--- src/rtl/inst_fetch_queue.sv ---
// -----------------------------------------------------------------------------
// inst_fetch_queue
//
// Purpose:
//   Small circular instruction queue sitting between the fetch PC buffer stage
//   and decode. It captures each valid (pc, inst) pair from fetch and holds it
//   until decode accepts it. A branch redirect or pipeline flush discards every
//   queued (speculative) entry. Fetch must hold its PC while full_o is high.
//
// Configuration:
//   IFQ_BYPASS_EN - when defined, an empty queue forwards pc_i/inst_i straight
//                   to the head outputs in the same cycle (zero-latency
//                   fall-through). When undefined, the head outputs come only
//                   from registers and push-to-visible latency is one cycle.
//
// Ports:
//   clk            in   system clock, rising-edge active
//   rst            in   asynchronous active-low reset
//   pc_i           in   PC from the fetch buffer stage
//   pc_valid_i     in   pc_i/inst_i pair is valid
//   inst_i         in   instruction word matching pc_i
//   branch_flag_i  in   branch redirect; discards queue contents
//   flush_i        in   pipeline flush; discards queue contents
//   id_ready_i     in   decode accepts the head entry this cycle
//   full_o         out  queue full; fetch must stall
//   pc_o           out  PC of the head entry (zero when empty)
//   inst_o         out  instruction of the head entry (zero when empty)
//   inst_valid_o   out  head entry valid
//   count_o        out  occupancy, 0..DEPTH
//
// Handshake: an entry moves into the queue on a rising edge where pc_valid_i
// is high, full_o is low and no kill is present; the head leaves on a rising
// edge where inst_valid_o and id_ready_i are both high and no kill is present.
// -----------------------------------------------------------------------------
module inst_fetch_queue #(
    parameter int DEPTH  = 4,
    parameter int PTR_W  = 2,
    parameter int ADDR_W = 32,
    parameter int DATA_W = 32
) (
    input  logic              clk,
    input  logic              rst,
    input  logic [ADDR_W-1:0] pc_i,
    input  logic              pc_valid_i,
    input  logic [DATA_W-1:0] inst_i,
    input  logic              branch_flag_i,
    input  logic              flush_i,
    input  logic              id_ready_i,
    output logic              full_o,
    output logic [ADDR_W-1:0] pc_o,
    output logic [DATA_W-1:0] inst_o,
    output logic              inst_valid_o,
    output logic [PTR_W:0]    count_o
);

    localparam logic [PTR_W:0] DEPTH_CNT = (PTR_W+1)'(DEPTH);

    logic [ADDR_W-1:0] pc_mem_q   [DEPTH];
    logic [DATA_W-1:0] inst_mem_q [DEPTH];

    logic [PTR_W-1:0] wr_ptr_q, wr_ptr_d;
    logic [PTR_W-1:0] rd_ptr_q, rd_ptr_d;
    logic [PTR_W:0]   count_q,  count_d;

    logic kill;
    logic full;
    logic empty;
    logic push;
    logic pop;
`ifdef IFQ_BYPASS_EN
    logic bypass_hit;
    logic bypass_take;
`endif

    // Control decode
    always_comb begin
        kill  = branch_flag_i | flush_i;
        full  = (count_q == DEPTH_CNT);
        empty = (count_q == '0);
`ifdef IFQ_BYPASS_EN
        // An empty queue presents the incoming pair directly; if decode takes
        // it in the same cycle it never needs to be stored.
        bypass_hit  = empty & pc_valid_i & ~kill;
        bypass_take = bypass_hit & id_ready_i;
        push        = pc_valid_i & ~full & ~kill & ~bypass_take;
`else
        push        = pc_valid_i & ~full & ~kill;
`endif
        // Pop only ever drains stored entries; a bypassed entry is handled above.
        pop = ~empty & id_ready_i & ~kill;
    end

    // Next-state for pointers and occupancy. Kill wins over push and pop.
    always_comb begin
        wr_ptr_d = wr_ptr_q;
        rd_ptr_d = rd_ptr_q;
        count_d  = count_q;
        if (kill) begin
            wr_ptr_d = '0;
            rd_ptr_d = '0;
            count_d  = '0;
        end else begin
            // DEPTH is a power of two, so pointer overflow is the wrap.
            if (push) wr_ptr_d = wr_ptr_q + PTR_W'(1);
            if (pop)  rd_ptr_d = rd_ptr_q + PTR_W'(1);
            count_d = count_q + (PTR_W+1)'(push) - (PTR_W+1)'(pop);
        end
    end

    always_ff @(posedge clk or negedge rst) begin
        if (!rst) begin
            wr_ptr_q <= '0;
            rd_ptr_q <= '0;
            count_q  <= '0;
        end else begin
            wr_ptr_q <= wr_ptr_d;
            rd_ptr_q <= rd_ptr_d;
            count_q  <= count_d;
        end
    end

    // Storage is not reset: occupancy alone decides what is visible.
    always_ff @(posedge clk) begin
        if (push) begin
            pc_mem_q[wr_ptr_q]   <= pc_i;
            inst_mem_q[wr_ptr_q] <= inst_i;
        end
    end

    // Head outputs read as zero when empty so stale storage never leaks out.
    always_comb begin
        pc_o         = '0;
        inst_o       = '0;
        inst_valid_o = 1'b0;
        if (!empty) begin
            pc_o         = pc_mem_q[rd_ptr_q];
            inst_o       = inst_mem_q[rd_ptr_q];
            inst_valid_o = 1'b1;
        end
`ifdef IFQ_BYPASS_EN
        else if (bypass_hit) begin
            pc_o         = pc_i;
            inst_o       = inst_i;
            inst_valid_o = 1'b1;
        end
`endif
    end

    assign full_o  = full;
    assign count_o = count_q;

endmodule

--- config.mk ---
export PLATFORM = sky130hd
export DESIGN_NAME = inst_fetch_queue
export DESIGN_NICKNAME = d
export VERILOG_FILES = /design/src/rtl/inst_fetch_queue.sv
export SDC_FILE = /design/constraint.sdc
export NUM_CORES = 1
export LEC_CHECK = 0
export CORE_ASPECT_RATIO = 0.7
export CORE_MARGIN = 2
export CORE_UTILIZATION = 53
export CTS_CLUSTER_DIAMETER = 150
export DETAILED_ROUTE_END_ITERATION = 8
export GPL_ROUTABILITY_DRIVEN = 0
export HOLD_SLACK_MARGIN = 0.12
export PLACE_DENSITY = 0.8
export SLEW_MARGIN = 20
export SYNTH_ARGS = -nofsm -noshare
export SYNTH_HDL_FRONTEND = slang
export SYNTH_SLANG_ARGS = --single-unit
--- constraint.sdc ---
create_clock -name clk -period 4.44 [get_ports clk]
set_input_delay 0.888 -clock clk [delete_from_list [all_inputs] [get_ports clk]]
set_output_delay 0.888 -clock clk [all_outputs]
set_load 0.02 [all_outputs]
# ---- After elaboration in Yosys (flattened, before gate mapping)
# Memory sizes are Yosys's and may differ from the RTL's.
# Cells that the tools add are included.
# W data, S select, Z words.
dict set report op_classes {
  addsub 4
  eq_ne 1
  n_mux 10
  bitwise_logic 8
  n_reduce_logical 3
}
# operator count
set ops {}
lappend ops {{$mux W32} 2}
lappend ops {{$mux W2} 4}
lappend ops {{$add A2 B1 Y2 const B} 2}
lappend ops {{$and A1 B1 Y1} 4}
lappend ops {{$reduce_bool A2 Y1} 2}
lappend ops {{$add A3 B1 Y3} 1}
lappend ops {{$eq A3 B3 Y1 const B} 1}
lappend ops {{$logic_not A3 Y1} 1}
lappend ops {{$mux W1} 3}
lappend ops {{$mux W3} 1}
lappend ops {{$not A1 Y1} 3}
lappend ops {{$sub A3 B1 Y3} 1}
lappend ops {{$or A1 B1 Y1} 1}
dict set report totals {
  reg_bits 7
  ram_bits 256
  in_bits 70
  word_cells 31
  memories 2
}
# memory depth width rd rd_clocked_by_memory_dff wr line_no
set mem_list {}
lappend mem_list {inst_mem_q 4 32 1 0 1 59} ;# logic [DATA_W-1:0] inst_mem_q [DEPTH];
lappend mem_list {pc_mem_q 4 32 1 0 1 58} ;# logic [ADDR_W-1:0] pc_mem_q [DEPTH];

# ---- Logic depth before layout (Yosys ltp)
# Gate-level depths: netlist of run 1.
dict set report logic_depth {
  word_depth 7
  mapped_depth 12
  depth_no_buf 11
}

# ---- Worst setup path after synthesis of run 1
# No wires, ideal clock.
dict set report synth_timing {
  path_type {input -> register}
  from {input port flush_i}
  to {memory inst_mem_q[0][0], enable pin}
  setup_ps 429
  t_arrival_ps 2841
  t_required_ps 4011
  setup_slack_ps 1170
  cell_stages 3
  n_path_buf 1
  cell_sequence {nor2_1 -> clkbuf_1 -> and3_1}
}
dict set report synth_via {
  elab_chain_cells 5
}
# element line_no
set synth_lines {}
lappend synth_lines {{start, declared} 47} ;# input logic flush_i,
lappend synth_lines {{$or A1 B1 Y1} 77} ;# kill = branch_flag_i | flush_i;
lappend synth_lines {{$not A1 Y1} 87} ;# push = pc_valid_i & ~full & ~kill;
lappend synth_lines {{$and A1 B1 Y1} 87}
lappend synth_lines {{$mux W1} 124} ;# if (push) begin
lappend synth_lines {{$mux W1 (not written as such)} 126} ;# inst_mem_q[wr_ptr_q] <= inst_i;
lappend synth_lines {{end, declared} 59}
# No other way between the ends.

# ---- Worst setup path in the final report of run 1
dict set report layout_timing {
  from {register rd_ptr_q[0]}
  to {output port inst_o[30]}
}
dict set report layout_via {
  elab_chain_cells 2
}
# element line_no
set layout_lines {}
lappend layout_lines {{start, declared} 62} ;# logic [PTR_W-1:0] rd_ptr_q, rd_ptr_d;
lappend layout_lines {{start signal, assigned} 117} ;# rd_ptr_q <= rd_ptr_d;
lappend layout_lines {{$mem_v2 Z4 W32} -}
lappend layout_lines {{$mux W32} 135} ;# if (!empty) begin
lappend layout_lines {{end, declared} 51} ;# output logic [DATA_W-1:0] inst_o,
# No other way between the ends.

==> out/qor.yml, run 1 <==
cts:
  clk_transition_reported_paths_ns: 0.06
  root_buffer: "clkbuf_16"
  clock-sinks: 263
  ctsLongestPathBuffers: 3
  cts_tree: "yes"
  post_cts_buffers: 0
  clk-insertion-delay-late_ns: 0.51
  cts_buffers: 25
  htree_levels: 1
  cts_hold_buf: 0
  cts_resized: 0
yosys:
  synthesis.area_mm2: 0.0101
  synth_seq_cells: 263
  ys.warnings.count: 0
  yosys.area.top_type: "edfxtp_1"
  ys_seq_area_share_pct: 77.7
  synth.area.top_cells: "edfxtp_1 (76%), mux4_2 (14%), and2_1 (4.1%)"
  synthesis.nets: 530
  synth_top_area_share_pct: 75.9
  ys_types: 25
  synth_cells: 453
  syn_avg_cell_area_um2: 22.3
power:
  p_per_area_mw_per_mm2: 386
  power_mw: 4.84
  ir_worst_vdd_uv: 336
  leakagePower_nw: 3.96
placement:
  pre_cts_slack_ns: 0.822
  postPlaceCellArea_mm2: 0.0118
  port_buffers: 138
  detailedPlacementHpwl_mm: 10.7
cells_and_area:
  finalCoreUtilization_pct: 66.7
  nets: 679
  n_antenna_cell: 0
  fin_area_mm2: 0.0125
  areaGrowthSynthToFinish_pct: 23.9
  layout_common_cells: "edfxtp_1 (256), clkdlybuf4s50_1 (138), and2_1 (66), mux4_2 (64), clkbuf_16 (25)"
  num-fill-cells: 1201
  drive_above_1_share_pct: 17.6
  layout_commonest_cell: "edfxtp_1"
die:
  rows: 42
  die_y_um: 120
  die_x_um: 169
  start_util_pct: 53.8
  core_mm2: 0.0188
  dieArea_mm2: 0.0202
  ios: 139
critical_path:
  path_class: "reg -> out"
  start_kind: "flip-flop"
  arrival_ns: 2.91
  endpoint_kind: "primary output"
  reg2reg_depth: 11
  crit_fanout: 43
  critical_path_required_ns: 3.55
routing:
  drc: 0
  firstDrtPassIters: 4
  ant_nets: 0
  viasPerCell: 5.65
  drt-initial-drc-count: 457
  routed_wl_mm: 18.8
  via_count: 4861
  routedWlPerCell_um: 21.8
grt:
  grt_pass1_wl_mm: 29.2
  grt-ovfl-total: 0
  grt_pass1_vias: 5228
  grt_antenna_before_repair: 0
  grt_usage_pct: 18.9
  grt_max_degree: 66
sta:
  fmaxAchievable_mhz: 263
  slew_violations: 0
  relSlewSlack_pct: 54.6
  period_share_pct: 85.6
  skew_ns: 0.0105
  tns_ns: 0
  finalSetupViolations: 0
  timing.final.ws_setup_ns: 0.641
  worst_pin_slew_ns: 0.679
  rsz0062_at_grt: "false"
  final.min_clock_period_ns: 3.80
  hold_viol: 0
min_path:
  hp-class: "reg -> reg"
  hold_depth: 2
run_status:
  status: "finished clean"
run:
  max_cap_viol_count: 0
## state kept, by name, summed over array words and instances, names as in the netlist
name,flops
rd_ptr_q,2
pc_mem_q,128
count_o,3
wr_ptr_q,2
inst_mem_q,128
## synth_stat cells
cell type    n
clkbuf_2     1
buf_6        5
nor2_1       1
dfrtp_1      7
and2_0       1
xor2_1       2
buf_2        8
or3b_1       1
mux2i_1      1
nand4_1      1
xnor2_1      2
o31ai_1      1
and2_1      66
mux4_2      64
fa_1         1
edfxtp_1   256
and3_1       4
or3_1        1
inv_1        5
clkbuf_1     9
o21ai_0      1
ha_1         6
nor3_1       4
nand2_1      4
o311ai_0     1
## metrics by stage
step | hold slack [ns] | cells
floorplan | 0.543 | 453
global placement | 0.555 | 817
detailed placement | 0.599 | 817
CTS | 0.603 | 861
global route | 0.643 | 861
finish | 0.616 | 861
## metal layers
| metal | vias to the layer above | share of wire [%] | routed length (um) | global-route usage [%] |
|---|---|---|---|---|
| met5 | - | 0 | 0 | 0 |
| li1 | 2131 | - | - | - |
| met3 | 27 | 7.1 | 1340 | 4.78 |
| met4 | 0 | 1.3 | 240 | 3.31 |
| met2 | 179 | 48 | 9080 | 31.0 |
| met1 | 2524 | 43 | 8140 | 26.4 |
## critical path, cell delays in order, from the launching register on
cell             delay [ns]
dfrtp_4                0.67
buf_12                 0.38
mux4_2                 0.57
and2_1                 0.20
clkdlybuf4s50_1        0.54
## final timing paths
kind                                         start                 endpoint  slack [ns]
max reg2reg                   count_o[1]$_DFF_PN0_     count_o[2]$_DFF_PN0_        1.64
min reg2reg                wr_ptr_q[1]$_DFFE_PN0P_  wr_ptr_q[1]$_DFFE_PN0P_        0.62
max in group asynchronous                      rst  rd_ptr_q[0]$_DFFE_PN0P_        3.54
min in group asynchronous                      rst     count_o[0]$_DFF_PN0_        0.64
min                        wr_ptr_q[1]$_DFFE_PN0P_  wr_ptr_q[1]$_DFFE_PN0P_        0.62
max                        rd_ptr_q[0]$_DFFE_PN0P_               inst_o[30]        0.64
## cells by family (layout without fill, tap and decap cells)
kind of cell,count (synthesis),after routing,share of synthesized area [%]
buf+inv,28,194,1.52
fa+ha+maj,7,7,0.939
xor+xnor,4,4,0.346
compound gates,3,3,0.210
simple gates,83,83,4.98
flops,263,263,77.7
mux,65,65,14.3
## layout make-up
| cell class | count | area [um^2] | share of cell area (%) |
|---|---|---|---|
| Multi-Input combinational cell | 162 | 2130 | 17.0 |
| Tap cell | 242 | 303 | 2.41 |
| Clock inverter | 12 | 63.8 | 0.509 |
| Inverter | 5 | 18.8 | 0.150 |
| Clock buffer | 32 | 652 | 5.20 |
| Timing Repair Buffer | 145 | 1510 | 12.0 |
| Sequential cell | 263 | 7870 | 62.7 |
## where the power goes
group,internal [mW],switching [mW]
clock network,1.04,0.850
logic,0.104,0.0913
registers,2.75,0.00773
Note: power is estimated with default switching activity, not from simulation.
==> run 2: changes to the inputs <==
==> constraint.sdc (replaced) <==
create_clock -name clk -period 3.93 [get_ports clk]
set_input_delay 0.786 -clock clk [delete_from_list [all_inputs] [get_ports clk]]
set_output_delay 0.786 -clock clk [all_outputs]
set_load 0.02 [all_outputs]
==> out/qor.yml, run 2 (synthesized netlist as in run 1, its figures left out) <==
sta:
  hold-worst-slack_ns: 0.546  # -0.0697 ns
  finalSetupViolations: 0  # unchanged
  timing.final.ws_setup_ns: 0.399  # -0.242 ns
  worst_pin_slew_ns: 0.649  # -0.0300 ns
  period_share_pct: 89.8
  rsz0062_at_grt: "false"
  slew_violations: 0  # unchanged
  relSlewSlack_pct: 56.8  # +2.2 points
  tns_ns: 0  # unchanged
  skew_ns: 0.00709  # -0.00339 ns
  fmaxAchievable_mhz: 283
  hold_viol: 0  # unchanged
  final.min_clock_period_ns: 3.53
routing:
  m1WireLength_mm: 7.86  # -3.4%
  dr_wl_met3_mm: 1.18  # -12%
  via_count: 4788  # -1.5%
  firstDrtPassIters: 6  # +2
  viasPerCell: 5.55  # -1.7%
  wl_met2_mm: 9.33  # +2.8%
  routed_wl_mm: 18.7  # -0.35%
  drt-initial-drc-count: 390  # -15%
  drc: 0  # unchanged
  ant_nets: 0  # unchanged
  routedWlPerCell_um: 21.7  # -0.58%
  highest_layer: "met4"
die:
  start_util_pct: 53.8  # unchanged
  die_x_um: 169  # unchanged
  rows: 42  # unchanged
  core_mm2: 0.0188  # unchanged
  dieArea_mm2: 0.0202  # unchanged
  ios: 139  # unchanged
  die_y_um: 120  # unchanged
grt:
  grt_pass1_vias: 5151  # -1.5%
  grt_max_degree: 66  # unchanged
  grt_pass1_wl_mm: 28.9  # -1.1%
  grt_usage_pct: 18.9  # +0.052 points
  grt-ovfl-total: 0  # unchanged
  grt_antenna_before_repair: 1  # +1
cts:
  post_cts_buffers: 0  # unchanged
  root_buffer: "clkbuf_16"
  ctsLongestPathBuffers: 3  # unchanged
  cts_buffers: 24  # -4.0%
  cts_resized: 0  # unchanged
  clock-sinks: 263  # unchanged
  htree_levels: 1  # unchanged
  cts_hold_buf: 0  # unchanged
  clk_transition_reported_paths_ns: 0.06  # about the same
  cts_tree: "yes"
  clk-insertion-delay-late_ns: 0.51  # about the same
cells_and_area:
  n_antenna_cell: 0  # unchanged
  fin_area_mm2: 0.0127  # +0.91%
  layout_commonest_cell: "edfxtp_1"
  drive_above_1_share_pct: 18.7  # +1.1 points
  num-fill-cells: 1221  # +1.7%
  layout_common_cells: "edfxtp_1 (256), clkdlybuf4s50_1 (138), and2_1 (66), mux4_2 (64), clkbuf_16 (25)"
  nets: 680  # +0.15%
  areaGrowthSynthToFinish_pct: 25.1
placement:
  port_buffers: 138  # unchanged
  pre_cts_slack_ns: 0.693  # -0.129 ns
  detailedPlacementHpwl_mm: 10.8  # +1.6%
  postPlaceCellArea_mm2: 0.0118  # +0.13%
power:
  leakagePower_nw: 4.03  # +1.6%
  internal-power_mw: 4.65  # +19%
  ir_worst_vdd_uv: 285  # -15%
  power_mw: 5.72  # +18%
  power_frac_seq_pct: 54.5  # -2.5 points
  power_frac_comb_pct: 3.9  # about the same
  p_per_area_mw_per_mm2: 452  # +17%
  netSwitchingPower_mw: 1.07  # +13%
  pwr-share-clk_pct: 41.7  # +2.7 points
  power.share.switching_pct: 18.8  # -0.87 points
critical_path:
  crit_slowest_cell: "dfrtp_4"
  start_kind: "flip-flop"
  arrival_ns: 2.74  # -0.17 ns
  max_stage_delay_ns: 0.65  # -0.02 ns
  crit_fanout: 27  # -37%
  cp_cell_sequence: "buf_12 > mux4_2 > and2_1 > clkdlybuf4s50_1"
  cp_top_family: "buffers and inverters"
  endpoint_kind: "primary output"
  cp_num_buf_inv: 2  # unchanged
  path_class: "reg -> out"
  critical_path_required_ns: 3.14  # -0.41 ns
min_path:
  hp-class: "in -> async"
run:
  max_cap_viol_count: 0  # unchanged
run_status:
  status: "finished clean"
==> run 2: cell type report <==
class | instances | area, um^2 | share of cell area (%)
Multi-Input combinational cell | 162 | 2130 | 16.8
Tap cell | 242 | 303 | 2.39
Sequential cell | 263 | 7870 | 62.1
Inverter | 5 | 18.8 | 0.148
Timing Repair Buffer | 147 | 1520 | 12.0
Clock buffer | 28 | 637 | 5.03
Clock inverter | 16 | 178 | 1.40
==> run 2: layer usage <==
layer / track usage, % / vias up
li1: - / 2134
met1: 25.5 / 2477
met2: 32.2 / 148
met3: 4.25 / 29
met4: 4.17 / 0
met5: 0 / -
==> run 2: through the flow <==
stage	cells	utilization, %
CTS	863	67.3
detailed placement	819	62.9
global placement	819	62.9
finish	863	67.3
floorplan	453	-
global route	863	67.3
==> run 2: worst paths after layout <==
kind / start / end / slack (ns) / depth (start not counted)
setup / recovery: rd_ptr_q[0]$_DFFE_PN0P_ / pc_o[21] / 0.40 / 4
hold / removal: rst / wr_ptr_q[1]$_DFFE_PN0P_ / 0.55 / 1
setup reg to reg: count_o[1]$_DFF_PN0_ / count_o[2]$_DFF_PN0_ / 1.15 / 11
hold reg to reg: wr_ptr_q[1]$_DFFE_PN0P_ / wr_ptr_q[1]$_DFFE_PN0P_ / 0.60 / 2
max in group asynchronous: rst / rd_ptr_q[0]$_DFFE_PN0P_ / 3.11 / 1
min in group clk: wr_ptr_q[1]$_DFFE_PN0P_ / wr_ptr_q[1]$_DFFE_PN0P_ / 0.60 / 2
==> run 2: power groups by stage <==
stage               sequential, mW  clock, mW  combinational [mW]
finish                        3.11       2.38               0.221
global route                  3.11       2.54               0.237
CTS                           3.11       2.43               0.224
detailed placement            3.18          0               0.222
global placement              3.17          0               0.213
floorplan                     3.17          0              0.0749
==> run 3: changes to the inputs <==
--- a/config.mk
+++ b/config.mk
@@ -7,12 +7,14 @@
 export LEC_CHECK = 0
 export CORE_ASPECT_RATIO = 0.7
 export CORE_MARGIN = 2
-export CORE_UTILIZATION = 53
+export CORE_UTILIZATION = 55
 export CTS_CLUSTER_DIAMETER = 150
 export DETAILED_ROUTE_END_ITERATION = 8
+export DONT_BUFFER_PORTS = 1
 export GPL_ROUTABILITY_DRIVEN = 0
 export HOLD_SLACK_MARGIN = 0.12
-export PLACE_DENSITY = 0.8
+export MAX_ROUTING_LAYER = met4
+export PLACE_DENSITY = 0.72
 export SLEW_MARGIN = 20
 export SYNTH_ARGS = -nofsm -noshare
 export SYNTH_HDL_FRONTEND = slang
==> out/qor.yml, run 3 (synthesized netlist as in run 1, its figures left out) <==
run_status:
  status: "finished clean"
cts:
  ctsLongestPathBuffers: 3  # unchanged
  cts_buffers: 25  # +4.2%
  htree_levels: 1  # unchanged
  root_buffer: "clkbuf_16"
  clk-insertion-delay-late_ns: 0.51  # about the same
  clock-sinks: 263  # unchanged
  clk_transition_reported_paths_ns: 0.06  # about the same
  cts_hold_buf: 1  # +1
  cts_resized: 0  # unchanged
  cts_tree: "yes"
  post_cts_buffers: 0  # unchanged
power:
  leakagePower_nw: 3.46  # -14%
  power_mw: 5.52  # -3.4%
  ir_worst_vdd_uv: 363  # +27%
  p_per_area_mw_per_mm2: 494  # +9.4%
critical_path:
  path_class: "reg -> out"
  start_kind: "flip-flop"
  critical_path_required_ns: 3.14  # about the same
  crit_fanout: 31  # +15%
  endpoint_kind: "primary output"
  arrival_ns: 2.50  # -0.24 ns
cells_and_area:
  layout_commonest_cell: "edfxtp_1"
  layout_common_cells: "edfxtp_1 (256), and2_1 (66), mux4_2 (64), clkbuf_16 (25), clkinv_1 (7)"
  nets: 538  # -21%
  drive_above_1_share_pct: 22.6  # +3.9 points
  areaGrowthSynthToFinish_pct: 10.3
  fin_area_mm2: 0.0112  # -12%
grt:
  grt_pass1_vias: 4544  # -12%
  grt_pass1_wl_mm: 26.6  # -7.7%
  grt_usage_pct: 18.6  # -0.30 points
  grt_max_degree: 66  # unchanged
  grt_antenna_before_repair: 1  # unchanged
  grt-ovfl-total: 0  # unchanged
die:
  ios: 139  # unchanged
  start_util_pct: 56.2  # +2.4 points
  core_mm2: 0.0180  # -4.3%
  die_y_um: 118  # -1.8%
  dieArea_mm2: 0.0195  # -3.5%
  rows: 41  # -2.4%
  die_x_um: 166  # -1.8%
sta:
  finalSetupViolations: 0  # unchanged
  skew_ns: 0.00783  # +0.000741 ns
  relSlewSlack_pct: 30.6  # -26 points
  tns_ns: 0  # unchanged
  period_share_pct: 83.5  # -6.3 points
  rsz0062_at_grt: "false"
  slew_violations: 0  # unchanged
  fmaxAchievable_mhz: 305  # +7.6%
  final.min_clock_period_ns: 3.28  # -0.249 ns
  hold_viol: 0  # unchanged
  worst_pin_slew_ns: 1.04  # +0.392 ns
routing:
  drc: 0  # unchanged
  firstDrtPassIters: 4  # -2
  ant_nets: 0  # unchanged
  drt-initial-drc-count: 248  # -36%
  via_count: 4235  # -12%
  viasPerCell: 5.92  # +6.8%
  routed_wl_mm: 17.4  # -7.2%
  routedWlPerCell_um: 24.3  # +12%
placement:
  port_buffers: 0  # -100%
  postPlaceCellArea_mm2: 0.0104  # -13%
  detailedPlacementHpwl_mm: 9.60  # -11%
run:
  max_cap_viol_count: 0  # unchanged
min_path:
  hp-class: "in -> reg"
==> run 3: cell types whose count changed in the layout (fill, tap and decap cells not counted) <==
cell             previous run  this run
clkinvlp_4                  0         3
dfrtp_4                     1         2
buf_12                      6         2
bufinv_16                   4         3
clkdlybuf4s50_1           138         0
buf_4                       3         1
dlygate4sd3_1               0         1
clkinv_2                    6         2
diode_2                     0         1
clkinv_1                    5         7
dfrtp_2                     1         0
==> run 3: area by class of cell <==
cell class / instances / area (um^2)
Sequential cell: 263 / 7870
Fill cell: 1222 / 6840
Multi-Input combinational cell: 162 / 2130
Clock buffer: 28 / 637
Tap cell: 236 / 295
Clock inverter: 16 / 158
Timing Repair Buffer: 4 / 57.6
Inverter: 5 / 18.8
Antenna cell: 1 / 2.50
==> run 3: metrics by stage <==
stage	util [%]	hold WS [ns]	instances	setup slack, ns
floorplan	-	0.490	453	0.762
global placement	57.5	0.491	669	1.11
detailed placement	57.5	0.491	669	0.992
CTS	62.0	0.323	714	0.559
global route	62.0	0.323	715	0.486
finish	62.0	0.348	715	0.649
==> run 3: routing by layer <==
layer	share of wire, %	vias up	GRT usage [%]
met4	1.7	0	4.08
met3	9.7	27	7.26
met5	0	-	-
met1	41	2197	24.1
li1	-	1851	-
met2	48	160	28.5
==> run 3: path summary, 6_finish.rpt <==
kind	startpoint	to	slack, ns	depth (start not counted)
worst max-delay path	rd_ptr_q[0]$_DFFE_PN0P_	inst_o[20]	0.65	3
worst min-delay path	branch_flag_i	rd_ptr_q[1]$_DFFE_PN0P_	0.35	1
worst max register to register	count_o[1]$_DFF_PN0_	count_o[2]$_DFF_PN0_	1.04	11
worst min register to register	wr_ptr_q[0]$_DFFE_PN0P_	wr_ptr_q[0]$_DFFE_PN0P_	0.60	2
max in group asynchronous	rst	rd_ptr_q[0]$_DFFE_PN0P_	3.03	1
min in group asynchronous	rst	rd_ptr_q[0]$_DFFE_PN0P_	0.62	1
==> run 3: power by group <==
group | total [mW] | internal (mW) | switching [mW]
combinational | 0.0936 | 0.0342 | 0.0594
sequential | 3.12 | 3.11 | 0.00900
clock | 2.31 | 1.36 | 0.954
total | 5.52 | 4.50 | 1.02
==> run 3: critical path, cell delays in order, from the launching register on <==
cell	delay [ns]
dfrtp_4	0.78
buf_12	0.34
mux4_2	0.59
and2_1	0.25
